===== config.mk =====
export PLATFORM = sky130hd
export DESIGN_NAME = flux_demux_sink
export DESIGN_NICKNAME = d
export VERILOG_FILES = /design/src/rtl/ddf_pkg.sv /design/src/rtl/fifo_fwft.sv /design/src/rtl/flux_demux_sink.sv
export SDC_FILE = /design/constraint.sdc
export NUM_CORES = 1
export LEC_CHECK = 0
export CAP_MARGIN = 40
export CORE_MARGIN = 2
export CORE_UTILIZATION = 50
export CTS_BUF_LIST = sky130_fd_sc_hd__clkbuf_8 sky130_fd_sc_hd__clkbuf_16
export DETAILED_ROUTE_END_ITERATION = 12
export DONT_BUFFER_PORTS = 1
export HOLD_SLACK_MARGIN = 0.02
export PLACE_DENSITY = 0.71
export SYNTH_ARGS = -nofsm -noshare
export SYNTH_HDL_FRONTEND = slang
export SYNTH_SLANG_ARGS = --single-unit
export TNS_END_PERCENT = 100

===== constraint.sdc =====
create_clock -name clk -period 2.2 [get_ports clk]
set_input_delay 0.44 -clock clk [delete_from_list [all_inputs] [get_ports clk]]
set_output_delay 0.44 -clock clk [all_outputs]
set_load 0.005 [all_outputs]

===== src/rtl/ddf_pkg.sv =====
// rtl/ddf_pkg.sv - shared tag/payload split helpers for dataflow actors
//
// Purpose: constant functions that derive the tag width and payload width
//          of a tagged token from the token width and the number of fluxes.
// Ports:   none (package)
package ddf_pkg;

   // Bits needed to carry a flux tag.
   function automatic int tag_width(input int flux);
      return $clog2(flux);
   endfunction

   // Payload bits left once the tag is removed from the token.
   function automatic int data_width(input int width, input int flux);
      return width - $clog2(flux);
   endfunction

   // Counter width able to hold 0..depth.
   function automatic int cnt_width(input int depth);
      return $clog2(depth + 1);
   endfunction

endpackage


===== src/rtl/fifo_fwft.sv =====
// rtl/fifo_fwft.sv - first-word-fall-through FIFO with occupancy count
//
// Purpose: one per-flux buffer. The head word is always visible on rd_data.
// Ports:   clk, rst (sync active-low)
//          wr_en / wr_data  : push (ignored when full unless popping too)
//          rd_en            : pop (ignored when empty)
//          rd_data          : head word, don't-care while empty
//          empty, full      : status flags
//          count            : tokens held, 0..DEPTH
module fifo_fwft
   import ddf_pkg::*;
#(
   parameter int DATA_WIDTH = 8,
   parameter int DEPTH      = 4
) (
   input  logic                           clk,
   input  logic                           rst,
   input  logic                           wr_en,
   input  logic [DATA_WIDTH-1:0]          wr_data,
   input  logic                           rd_en,
   output logic [DATA_WIDTH-1:0]          rd_data,
   output logic                           empty,
   output logic                           full,
   output logic [cnt_width(DEPTH)-1:0]    count
);

   localparam int CNT_W = cnt_width(DEPTH);
   localparam int PTR_W = $clog2(DEPTH);

   logic [DATA_WIDTH-1:0] r_mem [DEPTH];
   logic [PTR_W-1:0]      r_wr_ptr;
   logic [PTR_W-1:0]      r_rd_ptr;
   logic [CNT_W-1:0]      r_count;

   logic w_do_rd;
   logic w_do_wr;

   assign w_do_rd = rd_en && (r_count != '0);
   // A full buffer may still take a word when it frees a slot on the same edge.
   assign w_do_wr = wr_en && ((r_count != CNT_W'(DEPTH)) || w_do_rd);

   // Explicit wrap so that non power-of-two depths work.
   function automatic logic [PTR_W-1:0] ptr_next(input logic [PTR_W-1:0] p);
      return (p == PTR_W'(DEPTH - 1)) ? '0 : p + 1'b1;
   endfunction

   always_ff @(posedge clk) begin
      if (!rst) begin
         r_wr_ptr <= '0;
         r_rd_ptr <= '0;
         r_count  <= '0;
      end else begin
         if (w_do_wr) r_wr_ptr <= ptr_next(r_wr_ptr);
         if (w_do_rd) r_rd_ptr <= ptr_next(r_rd_ptr);
         case ({w_do_wr, w_do_rd})
            2'b10:   r_count <= r_count + 1'b1;
            2'b01:   r_count <= r_count - 1'b1;
            default: r_count <= r_count;
         endcase
      end
   end

   // Storage carries no reset; stale words are hidden behind the count.
   always_ff @(posedge clk) begin
      if (w_do_wr) r_mem[r_wr_ptr] <= wr_data;
   end

   assign rd_data = r_mem[r_rd_ptr];
   assign empty   = (r_count == '0);
   assign full    = (r_count == CNT_W'(DEPTH));
   assign count   = r_count;

endmodule


===== src/rtl/flux_demux_sink.sv =====
// rtl/flux_demux_sink.sv - tag-steered demultiplexer into per-flux FWFT buffers
//
// Purpose: accepts tagged tokens, strips the tag and queues the payload in
//          the buffer selected by the tag; illegal tags are dropped and flagged.
// Ports:   clk, rst (sync active-low)
//          in_port_write / in_port_datain / in_port_full : upstream token port
//          out_port_read / out_port_dataout / out_port_empty : per-flux pop ports
//          occupancy : per-flux counts, tag_err : one-cycle drop pulse
module flux_demux_sink
   import ddf_pkg::*;
#(
   parameter int WIDTH = 9,
   parameter int FLUX  = 2,
   parameter int DEPTH = 4
) (
   input  logic                                      clk,
   input  logic                                      rst,
   input  logic                                      in_port_write,
   input  logic [WIDTH-1:0]                          in_port_datain,
   output logic                                      in_port_full,
   input  logic [FLUX-1:0]                           out_port_read,
   output logic [FLUX*data_width(WIDTH,FLUX)-1:0]    out_port_dataout,
   output logic [FLUX-1:0]                           out_port_empty,
   output logic [FLUX*cnt_width(DEPTH)-1:0]          occupancy,
   output logic                                      tag_err
);

   localparam int TAG_WIDTH  = tag_width(FLUX);
   localparam int DATA_WIDTH = data_width(WIDTH, FLUX);
   localparam int CNT_W      = cnt_width(DEPTH);

   logic [TAG_WIDTH-1:0]  w_tag;
   logic [DATA_WIDTH-1:0] w_payload;
   logic                  w_accept;
   logic                  w_tag_legal;
   logic [FLUX-1:0]       w_full_vec;
   logic                  r_tag_err;

   assign w_tag       = in_port_datain[WIDTH-1 -: TAG_WIDTH];
   assign w_payload   = in_port_datain[DATA_WIDTH-1:0];
   // Any full buffer blocks every write: the tag is unknown until the write.
   assign in_port_full = |w_full_vec;
   assign w_accept    = in_port_write && !in_port_full;
   assign w_tag_legal = (int'(w_tag) < FLUX);

   always_ff @(posedge clk) begin
      if (!rst) r_tag_err <= 1'b0;
      else      r_tag_err <= w_accept && !w_tag_legal;
   end

   assign tag_err = r_tag_err;

   for (genvar i = 0; i < FLUX; i++) begin : g_flux
      logic w_wr_en;

      assign w_wr_en = w_accept && w_tag_legal && (w_tag == TAG_WIDTH'(i));

      fifo_fwft #(
         .DATA_WIDTH (DATA_WIDTH),
         .DEPTH      (DEPTH)
      ) u_fifo (
         .clk     (clk),
         .rst     (rst),
         .wr_en   (w_wr_en),
         .wr_data (w_payload),
         .rd_en   (out_port_read[i]),
         .rd_data (out_port_dataout[i*DATA_WIDTH +: DATA_WIDTH]),
         .empty   (out_port_empty[i]),
         .full    (w_full_vec[i]),
         .count   (occupancy[i*CNT_W +: CNT_W])
      );
   end

endmodule


After elaboration in Yosys (flattened, before gate mapping)
Memory sizes are Yosys's and may differ from the RTL's. A register that Yosys moved wholly into a read port is not among the register bits.
Index checks and enable logic that the tools add are counted.
Operators by class
  muxes and demuxes: 14
  shifts and indexed selects: 0
  reductions and logical operators: 17
  $add $sub $neg: 8
  multipliers: 0
  divide/modulo/power cells: 0
  bitwise gates (word level): 1
  eq/ne operators: 12
  order comparisons: 0
Operator list (number)
  2-to-1 mux 2 bit: 8
  == test 2 bit, second input constant: 6
  case mux 3 bit (2 select lines): 2
  adder 2 x 1 -> 2 bit, second input constant: 4
  logical AND 1 bit: 7
  adder 3 x 1 -> 3 bit, second input constant: 2
  == test 3 bit, second input constant: 2
  zero test 3 bit: 2
  != test 3 bit, second input constant: 2
  nonzero test 3 bit: 2
  subtractor 3 x 1 -> 3 bit, second input constant: 2
  == test 2 x 1 -> 1 bit, second input constant: 2
  2-to-1 mux 1 bit: 4
  nonzero test 2 bit: 2
  logical OR 1 bit: 2
  OR reduction 2 bit: 1
  zero test 1 bit: 1
  inverter 1 bit: 1
Storage, ports and cells
  output and inout bits: 26
  flip-flop bits (word level): 14
  bits of input ports: 14
  memory bits (read-only): 0
  bits in latches: 0
  memories: 2
  RAM bits: 64
  logic and storage cells: 60
Memory list
  g_flux[0].u_fifo.r_mem: words 4, width 8, rd ports 1, clocked after Yosys merged registers in 1, wr ports 1, line fifo_fwft.sv:30  | logic [DATA_WIDTH-1:0] r_mem [DEPTH];
  g_flux[1].u_fifo.r_mem: words 4, width 8, rd ports 1, clocked after Yosys merged registers in 1, wr ports 1, line fifo_fwft.sv:30

Depth between registers and ports, before layout
Gate-level depths: netlist (run 1).
  depth after elaboration: 8
  depth in mapped cells: 9

Modules after synthesis
Synthesis (run 1) repeated with hierarchy kept, for this count alone.
Unflattened totals
  cell total of the unflattened synthesis: 216
  area total of the unflattened synthesis: 3474.6 sq um
By module, submodules not included
  fifo_fwft (g_flux[1].u_fifo): instances 1, sequential area each 1141.1 sq um, cells each 110, area each 1739.2 sq um
  fifo_fwft (g_flux[0].u_fifo): instances 1, sequential area each 1141.1 sq um, cells each 101, area each 1690.4 sq um
  flux_demux_sink: instances 1, sequential area each 0.0 sq um, cells each 5, area each 45.0 sq um

Least setup slack after synthesis (run 1)
No wires, ideal clock.
  path type: reg2reg
  from: register g_flux[0].u_fifo.r_count[2]
  to: register g_flux[0].u_fifo.r_count[2]
  path buffers: 0
  setup time: 0.071 ns
  arrival: 2.078 ns
  cell stages (with the launch flop): 10
  period minus slack after synthesis: 2.149 ns
  required time: 2.129 ns
  setup slack: 0.051 ns
  path through: dfxtp_1 nor3b_2 nor4b_4 inv_1 ha_1 inv_1 fa_1 xor2_1 or3_1 a21oi_1
Between the ends
  word-level cells in the longest chain between the ends: 8
  elaborated cells between the ends (all ways): 16
Ends and longest elaborated chain
  start: declaration: line fifo_fwft.sv:33  | logic [CNT_W-1:0] r_count;
  start signal: assignment: line fifo_fwft.sv:56  | 2'b10: r_count <= r_count + 1'b1;
  start signal: assignment: line fifo_fwft.sv:57  | 2'b01: r_count <= r_count - 1'b1;
  start signal: assignment: line fifo_fwft.sv:58  | default: r_count <= r_count;
  == test 3 bit: line fifo_fwft.sv:70  | assign full = (r_count == CNT_W'(DEPTH));
  OR reduction 2 bit: line flux_demux_sink.sv:42  | assign in_port_full = |w_full_vec;
  zero test 1 bit: line flux_demux_sink.sv:43  | assign w_accept = in_port_write && !in_port_full;
  logical AND 1 bit: line flux_demux_sink.sv:43
  logical AND 1 bit: line flux_demux_sink.sv:56  | assign w_wr_en = w_accept && w_tag_legal && (w_tag == TAG_WIDTH'(i));
  logical AND 1 bit: line fifo_fwft.sv:40  | assign w_do_wr = wr_en && ((r_count != CNT_W'(DEPTH)) || w_do_rd);
  == test 2 x 1 -> 1 bit or == test 2 bit (tied branches): line fifo_fwft.sv:55  | case ({w_do_wr, w_do_rd})
  case mux 3 bit (2 select lines) or nonzero test 2 bit (tied branches)
Parallel ways exist; a longest one is shown, timed or not.
A chain may end at the register's enable or synchronous reset.

Worst setup path after layout (run 1)
  from: register g_flux[0].u_fifo.r_count[1]
  to: register g_flux[0].u_fifo.r_count[2]
The elaborated chain is that of the path after synthesis.

==> results of run 1 <==
## routing by layer
metal	vias to the layer above	GRT usage (%)
met4	0	5.63
li1	743	-
met1	796	18.2
met2	55	26.8
met5	-	0
met3	6	5.68
## stage by stage
| step | setup WS [ps] | hold WS [ps] |
|---|---|---|
| 3_3_place_gp | 130 | 476 |
| 2_1_floorplan | 51.5 | 463 |
| 5_1_grt | -27.8 | 157 |
| 4_1_cts | 3.41 | 170 |
| 6_report | 76.2 | 186 |
| 3_5_place_dp | -46.9 | 499 |
## cell usage after synthesis
master and number:
dfxtp_1 18, buf_1 2, inv_1 16, fa_1 2, nand2_1 9, nor4b_4 1, nor3_1 2, or3_2 2
buf_4 3, edfxtp_1 64, clkbuf_1 1, nor3_4 1, buf_2 2, mux2i_1 6, o31ai_1 2, xor2_1 4
ha_1 12, or3_1 4, and2_1 8, nor2_1 9, o21ai_0 2, conb_1 1, a21oi_1 6, nor3b_2 2
mux4_2 16
## final timing paths
kind	endpoint	cells after the start	slack (ps)
worst max-delay path	g_flux[0].u_fifo.count[2]$_SDFFE_PN0P_	9	80
worst min-delay path	g_flux[0].u_fifo.r_mem[2][2]$_DFFE_PP_	0	190
worst max register to register	g_flux[0].u_fifo.count[2]$_SDFFE_PN0P_	9	80
worst min register to register	g_flux[0].u_fifo.r_rd_ptr[0]$_SDFFE_PN0P_	2	510
## timing repair
| action | 4_1_cts | 5_1_grt |
|---|---|---|
| pin swaps | 0 | 3 |
| setup endpoints to repair | 2 | 2 |
| hold buffers | 0 | 0 |
| gates resized for setup | 2 | 9 |
| buffers inserted | 0 | 2 |
## cell type report
| cell class | instances | area (sq um) |
|---|---|---|
| repair buffers | 12 | 97.6 |
| well taps | 77 | 96.3 |
| clock inverters | 6 | 115 |
| clock buffers | 9 | 124 |
| flip-flops and latches | 82 | 2290 |
| inverters | 16 | 60.1 |
| fillers | 490 | 2650 |
| multi-input cells | 89 | 960 |
## cells by family after synthesis
| family | after synthesis |
|---|---|
| compound gates | 10 |
| xor+xnor | 4 |
| fa+ha+maj | 14 |
| buf+inv | 24 |
| flops | 82 |
| mux | 22 |
| other cells | 1 |
| simple gates | 38 |
## power groups by stage
| stage | combinational (mW) | clock (mW) | sequential (mW) |
|---|---|---|---|
| 5_1_grt | 0.989 | 1.36 | 2.00 |
| 3_3_place_gp | 0.788 | 0 | 1.98 |
| 4_1_cts | 0.875 | 1.29 | 1.97 |
| 2_1_floorplan | 0.696 | 0 | 1.94 |
| 6_report | 0.904 | 1.27 | 1.97 |
| 3_5_place_dp | 0.859 | 0 | 1.99 |
## flip-flops by register name, summed over array words and instances (netlist names), named ones only
register,cells
g_flux.u_fifo.r_mem,64
g_flux.u_fifo.count,6
g_flux.u_fifo.r_rd_ptr,4
g_flux.u_fifo.r_wr_ptr,4
==> run_results.csv, run 1 <==
group,metric,value,unit
sta,period_share,96.5,%
power,switching_power,1.10,mW
power,p_leak,1.29,nW
finish,drive_gt1_share,26.2,%
clock_tree,numCtsBuffers,9,
grt,antenna_found_initial,0,
worst_setup_path,path_cells,"nor3b_4, nor4b_4, inv_1, ha_2, inv_1, fa_2, xor2_1, or3_1, a21oi_1",
detailed_routing,vias_per_cell,5.50,
worst_setup_path,cp.required,2470,ps
worst_setup_path,critPathKind,"reg2reg",
worst_setup_path,startpoint,"g_flux[0].u_fifo.count[1]$_SDFFE_PN0P_",
synth,yosys.area_share.simple,7.00,%
synth,yosys_warnings,0,
synth,yosysTopAreaCell,"edfxtp_1",
sta,setup_viol,0,
power,swShare,26.6,%
sta,fmax,471,MHz
run,drv_cap,0,
outcome,status,"finished clean",
grt,grt_pass1_wl,8310,um
synth,syn-num-nets,223,
sta,fin_crit,2120,ps
die,core-area,6390,sq um
finish,final_common_cell,"edfxtp_1",
sta,rsz0062_at_grt,"yes",
worst_hold_path,holdCritStartpoint,"in_port_datain[2]",
clock_tree,clkTransAtPathRegs,90,ps
power,ir_drop,0.000656,V
worst_setup_path,rr_startpoint,"g_flux[0].u_fifo.count[1]$_SDFFE_PN0P_",
clock_tree,clkLatencyLatePin,340,ps
synth,synthCells,195,
sta,hold_viol,0,
die,io_pins,40,
synth,yosys.area.top_type_share,57.8,%
detailed_routing,wl_met3,387,um
synth,synth_xor_area_share,1.05,%
worst_setup_path,crit_buf_inv,2,
grt,grt_use_total,15.6,%
synth,synth-compound-area-share,1.66,%
detailed_routing,wire_per_inst,18.2,um
power,powerDensity,1110,nW/um^2
placement,io_buffers,0,
synth,synth.area.mux_share,12.7,%
detailed_routing,routed.top_layer,"met4",
sta,final.setup.tns,0,ps
detailed_routing,antenna_left,0,
sta,maxSlewViolCount,0,
synth,ys_ff_latch,82,
die,start_util,52.0,%
finish,num_antenna_cells,0,
finish,fin_area,3740,sq um
die,die-area,7310,sq um
worst_setup_path,cpPeakStageDelay,400,ps
synth,yosysSeqAreaShare,68.7,%
detailed_routing,wl_met2,2780,um
synth,ys_types,25,
finish,fin_cells,291,
synth,synth_adder_area_share,5.72,%
placement,placed_cell_area,3450,sq um
detailed_routing,wirelength,5310,um
finish,syn2layout_area_growth,12.5,%
clock_tree,cts_max_path_buffers,2,
worst_setup_path,cp_common_cell,"inv_1",
grt,grt_overflow,0,
detailed_routing,wl_met1,2080,um
synth,synth_top_family_by_area,"multiplexers",
detailed_routing,vias,1600,
synth,synth_area_leaders,"edfxtp_1 (58%), dfxtp_1 (11%), mux4_2 (11%)",
die,rows,29,
worst_setup_path,cp.arrival,2390,ps
power,finalPower,4.15,mW
power,clkPwrFrac,30.7,%
clock_tree,h-tree-depth,3,
die,die_x,85.5,um
detailed_routing,drc,0,
sta,slew_headroom,63.3,%
synth,netlist_area,3320,sq um
detailed_routing,first_iter_violations,107,
finish,final_nets,238,
clock_tree,cts_sinks,82,
grt,grt_max_degree,15,
synth,synth.avg_cell_area,17.0,sq um
placement,post-place-cells,274,
finish,most-common-layout-cells,"edfxtp_1 (64), inv_1 (16), mux4_2 (16), dfxtp_1 (15)",
worst_setup_path,cpLargestDelayFamily,"simple AND/OR/NAND/NOR gates",
worst_setup_path,crit_fanout,2,
worst_setup_path,slowest_stage,"or3_1",
sta,finClkSkew,10.2,ps
worst_hold_path,min_path_type,"in2reg",
clock_tree,cts_root_buffer,"clkbuf_8",
worst_setup_path,cp-end-kind,"flip-flop",
sta,tightest_slew,550,ps
worst_setup_path,worst_setup_path_start_kind,"flip-flop",
power,power.share.combinational,21.8,%
detailed_routing,drtPass1Iterations,4,
die,fp.dieH,85.5,um
clock_tree,cts_tree,"yes",
power,p_int,3.04,mW
placement,place.gp.congestion,0.731,
grt,grt_pass1_vias,1659,
finish,post-route-util,58.5,%
power,seqPwrFrac,47.5,%
placement,dp_hpwl,3710,um
Power figures use the tool's default switching activity.
==> inputs of run 2 (changes only) <==
Settings changed: CORE_UTILIZATION 50 to 40, PLACE_DENSITY 0.71 to 0.6.
==> run_results.csv, run 2 (synthesized netlist as in run 1, its figures left out) <==
group,metric,value,unit
clock_tree,cts_max_path_buffers,2,
finish,num_antenna_cells,0,
placement,io_buffers,0,
detailed_routing,first_iter_violations,48,
sta,maxSlewViolCount,0,
grt,grt_overflow,0,
finish,final_common_cell,"edfxtp_1",
worst_setup_path,slowest_stage,"dfxtp_4",
clock_tree,cts_sinks,82,
worst_setup_path,reg2regPathDepth,10,
worst_setup_path,cp-end-kind,"flip-flop",
finish,largest_reg_flops,64,
die,fp.dieH,95.2,um
placement,dp_hpwl,3730,um
die,die-area,9050,sq um
power,ir_drop,0.000583,V
worst_setup_path,path_cells,"nor3b_2, buf_4, nor4b_4, inv_1, ha_1, inv_1, fa_1, xor2_1, or3_1, a21oi_1",
power,p_int,2.91,mW
finish,num-fill-cells,692,
power,power.share.combinational,22.4,%
finish,regMostFlops,"g_flux.u_fifo.r_mem",
power,switching_power,1.05,mW
grt,grt_pass1_vias,1652,
sta,fmax,490,MHz
power,seqPwrFrac,48.5,%
finish,final_nets,238,
die,rows,33,
worst_setup_path,cp_common_cell,"inv_1",
sta,hold_viol,0,
sta,rsz0062_at_grt,"no",
finish,syn2layout_area_growth,12.2,%
detailed_routing,antenna_left,0,
placement,place.gp.congestion,0.701,
finish,post-route-util,45.9,%
die,die_x,95.2,um
outcome,status,"finished clean",
finish,most-common-layout-cells,"edfxtp_1 (64), inv_1 (16), mux4_2 (16), dfxtp_1 (14), buf_4 (12)",
power,p_leak,1.29,nW
grt,grt_pass1_wl,8630,um
power,powerDensity,1060,nW/um^2
sta,fin_crit,2040,ps
clock_tree,clkLatencyLatePin,340,ps
die,core-area,8130,sq um
power,clkPwrFrac,29.1,%
worst_setup_path,worst_setup_path_start_kind,"flip-flop",
grt,grt_max_degree,15,
worst_setup_path,crit_fanout,6,
detailed_routing,wire_per_inst,17.1,um
clock_tree,cts_root_buffer,"clkbuf_8",
grt,grt_use_total,13.3,%
worst_setup_path,cp.arrival,2300,ps
sta,final.setup.tns,0,ps
power,swShare,26.6,%
clock_tree,h-tree-depth,3,
detailed_routing,wirelength,5440,um
die,io_pins,40,
worst_setup_path,cpPeakStageDelay,370,ps
grt,antenna_found_initial,0,
detailed_routing,drtPass1Iterations,4,
detailed_routing,vias,1593,
detailed_routing,drc,0,
clock_tree,numCtsBuffers,9,
clock_tree,cts_hold_buf,0,
worst_hold_path,whs_path_depth,0,
clock_tree,cts_tree,"yes",
clock_tree,clkTransAtPathRegs,80,ps
sta,finClkSkew,4.21,ps
die,start_util,40.9,%
sta,setup_viol,0,
finish,drive_gt1_share,25.7,%
run,drv_cap,0,
worst_setup_path,cp.required,2460,ps
worst_setup_path,critPathKind,"reg2reg",
detailed_routing,vias_per_cell,4.99,
sta,period_share,92.8,%
worst_hold_path,min_path_type,"in2reg",
==> run 2: cell types whose count changed in the layout (fill, tap and decap cells not counted), sizes merged <==
cell,previous run,this run
bufinv,3,2
inv,17,18
==> run 2: cell type report <==
cell class / instances / area, sq um / share of cell area (%)
Clock inverter: 6 / 90.1 / 2.42
Clock buffer: 9 / 124 / 3.32
Inverter: 16 / 60.1 / 1.61
Sequential cell: 82 / 2290 / 61.4
Timing Repair Buffer: 12 / 90.1 / 2.42
Tap cell: 105 / 131 / 3.52
Multi-Input combinational cell: 89 / 945 / 25.3
==> run 2: path summary, 6_finish.rpt <==
path | from | to | slack [ps]
min | in_port_datain[6] | g_flux[1].u_fifo.r_mem[1][6]$_DFFE_PP_ | 190
max | g_flux[1].u_fifo.count[1]$_SDFFE_PN0P_ | g_flux[0].u_fifo.count[2]$_SDFFE_PN0P_ | 160
max reg2reg | g_flux[1].u_fifo.count[1]$_SDFFE_PN0P_ | g_flux[0].u_fifo.count[2]$_SDFFE_PN0P_ | 160
min reg2reg | g_flux[1].u_fifo.r_rd_ptr[0]$_SDFFE_PN0P_ | g_flux[1].u_fifo.r_rd_ptr[0]$_SDFFE_PN0P_ | 500
==> run 2: repair_timing <==
action	CTS	global route
endpoints found under the hold margin	0	0
resized for setup	0	7
setup endpoints to repair	0	2
buffers inserted	0	0
==> run 2: layer usage <==
| metal | part of all wire (%) | track usage [%] | wire [um] |
|---|---|---|---|
| met5 | 0 | 0 | 0 |
| met3 | 7.1 | 5.85 | 386 |
| met4 | 0.57 | 3.62 | 31 |
| met2 | 49 | 21.9 | 2680 |
| met1 | 43 | 15.8 | 2350 |
==> run 2: power by group through the flow <==
stage / sequential [mW] / combinational (mW) / clock (mW)
after global routing: 1.94 / 1.01 / 1.25
final: 1.92 / 0.886 / 1.15
after detailed placement: 1.94 / 0.897 / 0
after floorplan: 1.94 / 0.696 / 0
after CTS: 1.91 / 0.902 / 1.19
after global placement: 1.94 / 0.890 / 0
==> run 2: metrics by stage <==
stage	std cells	hold slack, ps	setup slack, ps	power [mW]	cell area [sq um]
finish	319	193	158	3.96	3730
floorplan	195	463	51.5	2.63	3320
CTS	319	174	116	4.01	3710
global placement	304	487	186	2.83	3500
detailed placement	304	489	138	2.84	3500
global route	319	160	12.4	4.19	3730
==> run 2: worst max-delay path, delay by kind of cell, from the launching register on <==
family                     cells  cell delay (ps)
adders and majority gates      2              540
AOI/OAI and AO/OA              1              140
DFF                            1              370
xor gates and xnor gates       1              150
and+or+nand+nor                3              500
buffers and inverters          3              270
